[config.mk]
export PLATFORM = sky130hd
export DESIGN_NAME = lc3_pipeline_ctrl
export DESIGN_NICKNAME = d
export VERILOG_FILES = /design/src/rtl/lc3_pipeline_ctrl.sv
export SDC_FILE = /design/constraint.sdc
export NUM_CORES = 1
export LEC_CHECK = 0
export CORE_MARGIN = 1.5
export CORE_UTILIZATION = 23
export DETAILED_ROUTE_END_ITERATION = 7
export HOLD_SLACK_MARGIN = 0.1
export PLACE_DENSITY = 0.75
export SLEW_MARGIN = 20
export SYNTH_ARGS = -nofsm -noshare
export SYNTH_HDL_FRONTEND = slang
export SYNTH_SLANG_ARGS = --single-unit
[constraint.sdc]
create_clock -name clock -period 1.1 [get_ports clock]
set_input_delay 0.22 -clock clock [delete_from_list [all_inputs] [get_ports clock]]
set_output_delay 0.22 -clock clock [all_outputs]
set_load 0.005 [all_outputs]
[src/rtl/lc3_pipeline_ctrl.sv]
// LC-3 five-stage pipeline controller: startup sequencing, memory-access FSM, stall and forwarding control.
// Optional macro LC3_CTRL_BYPASS_EN enables operand forwarding; without it, RAW hazards cost a one-cycle stall.
module lc3_pipeline_ctrl (
    input  logic        clock,
    input  logic        reset,
    input  logic        complete_instr,
    input  logic        complete_data,
    input  logic [15:0] IR,
    input  logic [15:0] IR_Exec,
    input  logic [15:0] IMem_dout,
    input  logic [2:0]  NZP,
    input  logic [2:0]  psr,
    output logic        enable_updatePC,
    output logic        enable_fetch,
    output logic        enable_decode,
    output logic        enable_execute,
    output logic        enable_writeback,
    output logic        br_taken,
    output logic        bypass_alu_1,
    output logic        bypass_alu_2,
    output logic        bypass_mem_1,
    output logic [1:0]  mem_state
);

    typedef enum logic [1:0] {
        MEM_READ     = 2'd0,
        MEM_WRITE    = 2'd1,
        MEM_INDIRECT = 2'd2,
        MEM_IDLE     = 2'd3
    } memState_e;

    localparam logic [3:0] OP_BR  = 4'b0000;
    localparam logic [3:0] OP_ADD = 4'b0001;
    localparam logic [3:0] OP_LD  = 4'b0010;
    localparam logic [3:0] OP_ST  = 4'b0011;
    localparam logic [3:0] OP_AND = 4'b0101;
    localparam logic [3:0] OP_LDR = 4'b0110;
    localparam logic [3:0] OP_STR = 4'b0111;
    localparam logic [3:0] OP_NOT = 4'b1001;
    localparam logic [3:0] OP_LDI = 4'b1010;
    localparam logic [3:0] OP_STI = 4'b1011;
    localparam logic [3:0] OP_JMP = 4'b1100;

    memState_e   state_q, state_d;
    logic        memServed_q, memServed_d;
    logic        loadDone_q, loadDone_d;
    logic [1:0]  startCnt_q, startCnt_d;

    logic [3:0]  opExec, opDec;
    logic        execIsLoad, execIsAlu, execIsAlu2;
    logic        ctrlExec, ctrlDec, branchTaken;
    logic        fwdAlu1, fwdAlu2, fwdMem1, dataStall;

    // The fetched word and the offset/immediate fields never influence control.
    logic        unusedBits;
    assign unusedBits = ^{IMem_dout, IR[4:3], IR_Exec[8:0]};

    assign opExec = IR_Exec[15:12];
    assign opDec  = IR[15:12];

    assign execIsLoad = (opExec == OP_LD) || (opExec == OP_LDR) || (opExec == OP_LDI);
    assign execIsAlu2 = (opExec == OP_ADD) || (opExec == OP_AND);
    assign execIsAlu  = execIsAlu2 || (opExec == OP_NOT);

    // A BR with an empty condition field is the LC-3 NOP and never redirects the PC.
    assign ctrlExec = ((opExec == OP_BR) && (IR_Exec[11:9] != 3'b000)) || (opExec == OP_JMP);
    assign ctrlDec  = ((opDec == OP_BR) && (IR[11:9] != 3'b000)) || (opDec == OP_JMP);
    assign branchTaken = (opExec == OP_JMP) || ((opExec == OP_BR) && ((NZP & psr) != 3'b000));

    assign fwdAlu1 = execIsAlu && (IR[8:6] == IR_Exec[11:9]);
    assign fwdAlu2 = execIsAlu2 && !IR[5] && (IR[2:0] == IR_Exec[11:9]);
    assign fwdMem1 = execIsLoad && (IR[8:6] == IR_Exec[11:9]);

`ifdef LC3_CTRL_BYPASS_EN
    assign dataStall = 1'b0;
`else
    logic hazardStall_q, hazardStall_d;

    // Stall once per hazard; the second cycle lets the producer reach writeback.
    assign hazardStall_d = (fwdAlu1 || fwdAlu2 || fwdMem1) && !hazardStall_q;
    assign dataStall     = hazardStall_d;

    always_ff @(posedge clock or negedge reset) begin
        if (!reset) begin
            hazardStall_q <= 1'b0;
        end else begin
            hazardStall_q <= hazardStall_d;
        end
    end
`endif

    always_comb begin
        state_d     = state_q;
        memServed_d = memServed_q;
        loadDone_d  = loadDone_q;
        startCnt_d  = (startCnt_q == 2'd3) ? 2'd3 : startCnt_q + 2'd1;
        if (enable_execute) begin
            memServed_d = 1'b0;
            loadDone_d  = 1'b0;
        end
        case (state_q)
            MEM_IDLE: begin
                if (!memServed_q) begin
                    if ((opExec == OP_LD) || (opExec == OP_LDR)) begin
                        state_d = MEM_READ;
                    end else if ((opExec == OP_ST) || (opExec == OP_STR)) begin
                        state_d = MEM_WRITE;
                    end else if ((opExec == OP_LDI) || (opExec == OP_STI)) begin
                        state_d = MEM_INDIRECT;
                    end
                end
            end
            MEM_INDIRECT: begin
                if (complete_data) begin
                    state_d = (opExec == OP_LDI) ? MEM_READ : MEM_WRITE;
                end
            end
            MEM_READ: begin
                if (complete_data) begin
                    state_d     = MEM_IDLE;
                    memServed_d = 1'b1;
                    loadDone_d  = 1'b1;
                end
            end
            default: begin
                if (complete_data) begin
                    state_d     = MEM_IDLE;
                    memServed_d = 1'b1;
                    loadDone_d  = 1'b0;
                end
            end
        endcase
    end

    // Stall priority: memory access, then control flow, then instruction memory; data hazards add on top.
    always_comb begin
        enable_updatePC  = 1'b1;
        enable_fetch     = 1'b1;
        enable_decode    = (startCnt_q >= 2'd1);
        enable_execute   = (startCnt_q >= 2'd2);
        enable_writeback = (startCnt_q == 2'd3) || (memServed_q && loadDone_q);
        br_taken         = branchTaken;
`ifdef LC3_CTRL_BYPASS_EN
        bypass_alu_1     = fwdAlu1;
        bypass_alu_2     = fwdAlu2;
        bypass_mem_1     = fwdMem1;
`else
        bypass_alu_1     = 1'b0;
        bypass_alu_2     = 1'b0;
        bypass_mem_1     = 1'b0;
`endif
        if (state_q != MEM_IDLE) begin
            enable_updatePC  = 1'b0;
            enable_fetch     = 1'b0;
            enable_decode    = 1'b0;
            enable_execute   = 1'b0;
            enable_writeback = 1'b0;
        end else begin
            if (ctrlExec || ctrlDec) begin
                enable_updatePC = branchTaken;
                enable_fetch    = 1'b0;
            end else if (!complete_instr) begin
                enable_updatePC = 1'b0;
                enable_fetch    = 1'b0;
            end
            if (dataStall) begin
                enable_updatePC = 1'b0;
                enable_fetch    = 1'b0;
                enable_decode   = 1'b0;
            end
        end
        if (!reset) begin
            enable_updatePC  = 1'b1;
            enable_fetch     = 1'b1;
            enable_decode    = 1'b0;
            enable_execute   = 1'b0;
            enable_writeback = 1'b0;
            br_taken         = 1'b0;
            bypass_alu_1     = 1'b0;
            bypass_alu_2     = 1'b0;
            bypass_mem_1     = 1'b0;
        end
    end

    assign mem_state = state_q;

    always_ff @(posedge clock or negedge reset) begin
        if (!reset) begin
            state_q     <= MEM_IDLE;
            memServed_q <= 1'b0;
            loadDone_q  <= 1'b0;
            startCnt_q  <= 2'd0;
        end else begin
            state_q     <= state_d;
            memServed_q <= memServed_d;
            loadDone_q  <= loadDone_d;
            startCnt_q  <= startCnt_d;
        end
    end

endmodule

Yosys cells after proc, flatten, opt, wreduce, memory -nomap -nowiden:

Cells that the tools add are included.

* flip-flop bits (word level): 7
* input port bits: 58
* output and inout bits: 11
* logic and storage cells: 95

* $add $sub $neg: 1
* $lt $le $gt $ge: 2
* equality and inequality tests: 20
* multiplexer cells: 33
* bitwise operators: 1
* reductions and logical operators: 33

Operators by type and width (count)
* $mux W1: 24
* $eq A4 B4 Y1 const B: 5
* $mux W2: 7
* $logic_or A1 B1 Y1: 13
* $eq A4 B3 Y1 const B: 3
* $logic_and A1 B1 Y1: 9
* $reduce_bool A3 Y1: 3
* $eq A4 B2 Y1 const B: 2
* $logic_not A4 Y1: 2
* $eq A2 B2 Y1 const B: 3
* $eq A3 B3 Y1: 2
* $ne A2 B2 Y1 const B: 3
* $eq A4 B1 Y1 const B: 1
* $ne A4 B4 Y1 const B: 1
* $pmux W2 S2: 1
* $reduce_and A4 Y1: 1
* $and A3 B3 Y3: 1
* $add A2 B1 Y2 const B: 1
* $ge A2 B1 Y1 const B: 1
* $ge A2 B2 Y1 const B: 1
* $logic_not A1 Y1: 2
* $logic_not A2 Y1: 1
* $pmux W1 S2: 1
* $reduce_bool A2 Y1: 1
* $reduce_or A2 Y1: 1

Depth between registers and ports, before layout:

Gate-level depths: netlist (run 1).

* word-level depth: 10
* gate-level depth with buffers: 5
* depth with buffers taken out: 5

Worst setup path before layout (run 1):

Ideal clock, no wire load.

* path type: input port to output port
* from: in NZP[0]
* to: out enable_updatePC
* data arrival time: 969 ps
* required time: 880 ps
* path slack: -89 ps
* stages: 5
* path buffers: 0
* cells stage by stage: a222oi_1 > o21ai_1 > and2_1 > mux2i_1 > o21ai_1

* word-level cells in the longest chain between the ends: 8

RTL lines
* start: declaration: line 11 `input logic [2:0] NZP,`
* $and A3 B3 Y3: line 68 `assign branchTaken = (opExec == OP_JMP) || ((opExec == OP_BR) && ((NZP & psr) != 3'b000));`
* $reduce_bool A3 Y1: line 68
* $logic_and A1 B1 Y1: line 68
* $logic_or A1 B1 Y1: line 68
* $mux W1: line 159 `if (ctrlExec || ctrlDec) begin`
* $mux W1: line 166 `if (dataStall) begin`
* $mux W1: line 152 `if (state_q != MEM_IDLE) begin`
* $mux W1: line 172 `if (!reset) begin`
* end: declaration: line 13 `output logic enable_updatePC,`

Every way passes these cells.

Worst setup path in the final report (run 1):

* from: in IR[6]
* to: out enable_fetch

* word-level cells in the longest chain between the ends: 8
* elaborated cells on any way between the ends: 9
* classes of those cells: eq/ne: 1; mux: 3; reduce/logical: 5

RTL lines
* start: declaration: line 8 `input logic [15:0] IR,`
* $eq A3 B3 Y1 *: line 70, 72
* $logic_and A1 B1 Y1: line 70 `assign fwdAlu1 = execIsAlu && (IR[8:6] == IR_Exec[11:9]);`
* $logic_or A1 B1 Y1: line 80 `assign hazardStall_d = (fwdAlu1 || fwdAlu2 || fwdMem1) && !hazardStall_q;`
* $logic_or A1 B1 Y1 *: line 80
* $logic_and A1 B1 Y1 *: line 80
* $mux W1 *: line 166
* $mux W1 *: line 152
* $mux W1 *: line 172
* end: declaration: line 14 `output logic enable_fetch,`

Mark *: on every way between the ends. The rest lies on a longest branch, timed or not.

==> results of run 1 <==
-- kinds of logic after synthesis --
family                    count (synthesis)  synth area share (%)
xor gates and xnor gates                  7                  10.9
muxes                                     1                  1.78
buffers and inverters                     6                  6.01
AOI/OAI and AO/OA                        14                  15.4
and+or+nand+nor                          32                  33.6
DFF                                       7                  31.6
other                                     1                 0.668
-- critical path, cell delays in order --
cell and delay [ns]:
clkdlybuf4s50_1 0.42, xnor2_1 0.13, nand4b_1 0.11, nand4_1 0.14, buf_4 0.16, o21ai_2 0.13
buf_2 0.14
-- path summary, 6_finish.rpt --
| kind | end | slack [ns] | cells past startpoint |
|---|---|---|---|
| min reg2reg | startCnt_q[1] | 0.48 | 1 |
| max reg2reg | mem_state[0] | -0.35 | 7 |
| min in group clock | mem_state[1] | 0.45 | 6 |
| max | enable_fetch | -0.58 | 7 |
| max in group asynchronous | mem_state[0] | 0.66 | 3 |
| min | loadDone_q | 0.23 | 3 |
-- flip-flops by register name, indices dropped and copies added, names as in the netlist --
name           cells
hazardStall_q      1
startCnt_q         2
memServed_q        1
loadDone_q         1
mem_state          2
-- area by class of cell --
| cell class | instances | share of cell area (%) |
|---|---|---|
| multi-input cells | 57 | 37.9 |
| flip-flops and latches | 7 | 13.4 |
| inverters | 3 | 1.04 |
| clock buffers | 4 | 1.98 |
| repair buffers | 69 | 43.1 |
| well taps | 28 | 2.64 |
-- timing repair --
item | in CTS | in global routing
gates resized for setup | 98 | 49
setup buffers | 14 | 9
setup endpoints to repair | 11 | 12
pin swaps | 22 | 23
-- layout by cell type (no fill, tap or decap), drive strengths merged --
cell type / synthesis / final
clkdlybuf4s15: 0 / 4
a22oi: 1 / 1
dlygate4sd2: 0 / 3
nor4b: 1 / 1
nor2b: 1 / 1
or2: 2 / 2
o22ai: 1 / 1
a222oi: 1 / 1
dfrtp: 5 / 5
xor2: 3 / 3
nand3: 2 / 2
nand4: 2 / 2
a41oi: 1 / 1
inv: 3 / 3
nor3b: 1 / 1
mux2i: 1 / 1
nor2: 3 / 3
dfstp: 2 / 2
conb: 1 / 3
and3: 1 / 1
nor3: 1 / 1
xnor2: 4 / 4
clkdlybuf4s50: 0 / 4
clkbuf: 0 / 11
and2: 1 / 1
a21oi: 3 / 3
nand4b: 1 / 1
o21ai: 7 / 7
nor4: 3 / 3
buf: 3 / 47
nand2b: 3 / 3
dlymetal6s2s: 0 / 4
nand2: 9 / 9
nor4bb: 1 / 1
-- synth_stat cells --
master	n	share of area, %
and3_1	1	1.1
xor2_1	3	4.7
nand4_1	2	2.2
nor3_1	1	0.89
a41oi_1	1	1.6
or2_2	1	1.1
nor4_2	1	2.2
nand2_1	9	6.0
o21ai_1	4	3.6
a21oi_2	1	1.6
inv_1	3	2.0
nand2b_1	3	3.3
or2_0	1	1.1
mux2i_1	1	1.8
dfrtp_1	5	22
xnor2_1	4	6.2
buf_4	3	4.0
nor4bb_1	1	1.8
nand4b_1	1	1.6
nor4_1	2	2.2
nor3b_1	1	1.3
nand3_1	2	1.8
conb_1	1	0.67
and2_1	1	1.1
dfstp_2	2	9.4
o21ai_0	3	2.7
o22ai_1	1	1.1
a22oi_1	1	1.3
nor2b_1	1	1.1
nor2_1	3	2.0
a222oi_1	1	1.8
a21oi_1	2	1.8
nor4b_2	1	2.7
-- layer usage --
metal	global-route usage [%]	up-vias
met5	0	-
met4	8.97	0
met3	4.00	5
met2	31.9	38
met1	20.0	372
li1	-	382
-- power by group through the flow --
stage | clock, mW | combinational (mW) | sequential [mW]
2_1_floorplan | 0 | 0.249 | 0.422
3_3_place_gp | 0 | 0.752 | 0.398
3_5_place_dp | 0 | 0.767 | 0.400
4_1_cts | 0.247 | 1.10 | 0.399
5_1_grt | 0.271 | 1.37 | 0.411
6_report | 0.242 | 1.28 | 0.408
==> metrics, run 1 <==
Final Instance Area around 1300 µm²; Rows 17; PwrDens 1450 nW/µm²; Max Clock Skew 0.00547 ns; total number of vias 797; placed cell area ~1100 µm²; clock sink total 7; hold-fix buffers at CTS 0; Setup violations, final 12; IO Pins 69; Total GRT Usage 18.0%; status finished with violations; Gate Count Post-Synth between 60 and 70; placed cell count approximately 150; CORE AREA roughly 2300 µm²; wire length on met3 224 µm; maximum root-to-sink buffer count 2; max frequency roughly 600 MHz; H-tree lvl count 1; Filler cells 210; diode count 0; final core occ 58.9%; class of the worst hold path primary input to asynchronous set/reset pin; PortBufs 38; Min Hold Slack 0.231 ns; vias per inst 4.74; CTS root buffer clkbuf_4; 1st-iter DRT viols 8; largest net degree at the start of global routing 9; Clock Pin Slew Worst Setup and Hold Paths 0.06 ns; RSZ-0062 raised after global routing yes; Worst EP required 0.88 ns; TritonCTS clock tree built; final hold violation count 0; DRC 0; Seq cells post-synth 7; P&R area growth vs syn 136%; max-slew violation count 0; overall power 1.93 mW; worst slack, placed -1.11 ns; met1 wire length 876 µm; Net Sw Power about 660 µW; P_int around 1.3 mW; initial antenna violation count 0; setup_tns -3.71 ns; dpl hpwl between 1500 and 2000 µm; Die Y 52.4 µm; Final min period between 1.5 and 2 ns; Comb pwr share roughly two thirds; Sequential cell area between 150 and 200 µm²; DRT Wirelength about 2400 µm; Reg power frac 21.1%; first-pass GRT wire length 3570 µm; failing checks setup timing; total CTS buffers 3; crit path launch type primary input; static leakage ~0.66 nW; Pre-antenna DRT Iters 4; vias in the first global route 798; crit path max fanout 2; Max VDD drop roughly 1000 µV; nets 199; gpl congestion 0.681; Worst Setup End Kind primary output; met2 WL post-DR 1290 µm; CP Launch Point IR[6]; die footprint 2750 µm²; Yosys Warn Count 0; crit path kind primary input to primary output; area of the multi-input gates 503 µm²; global route total overflow 0; Initial Util 24.9%; final period utilization 152%; Post-Syn Area between 500 and 600 µm²; layout cells sized above 1 62.1%; clock latency on the worst-skew pair 0.26 ns; Avg Cell Area, Syn 8.26 µm²; sequential area share after synthesis 31.6%; top layer in use met4; die width 52.4 µm; arrival time at the worst endpoint 1.46 ns; Yosys cell types 33; Antenna Nets Post-Route 0; worst r2r src mem_state[1]; final worst slack -0.577 ns; clock power share between 10% and 20%; sw frac 34.1%; final std cells w/o fill about 170; max cap viols 0; routed wire length per instance 14.4 µm
No activity file was read; power rests on OpenSTA's default activity.
==> inputs of run 2 (changes only) <==
--- a/config.mk
+++ b/config.mk
@@ -5,6 +5,7 @@
 export SDC_FILE = /design/constraint.sdc
 export NUM_CORES = 1
 export LEC_CHECK = 0
+export CAP_MARGIN = 20
 export CORE_MARGIN = 1.5
 export CORE_UTILIZATION = 23
 export DETAILED_ROUTE_END_ITERATION = 7
==> results of run 2 <==
The final DEF is identical to that of run 1; final timing and power are the same.
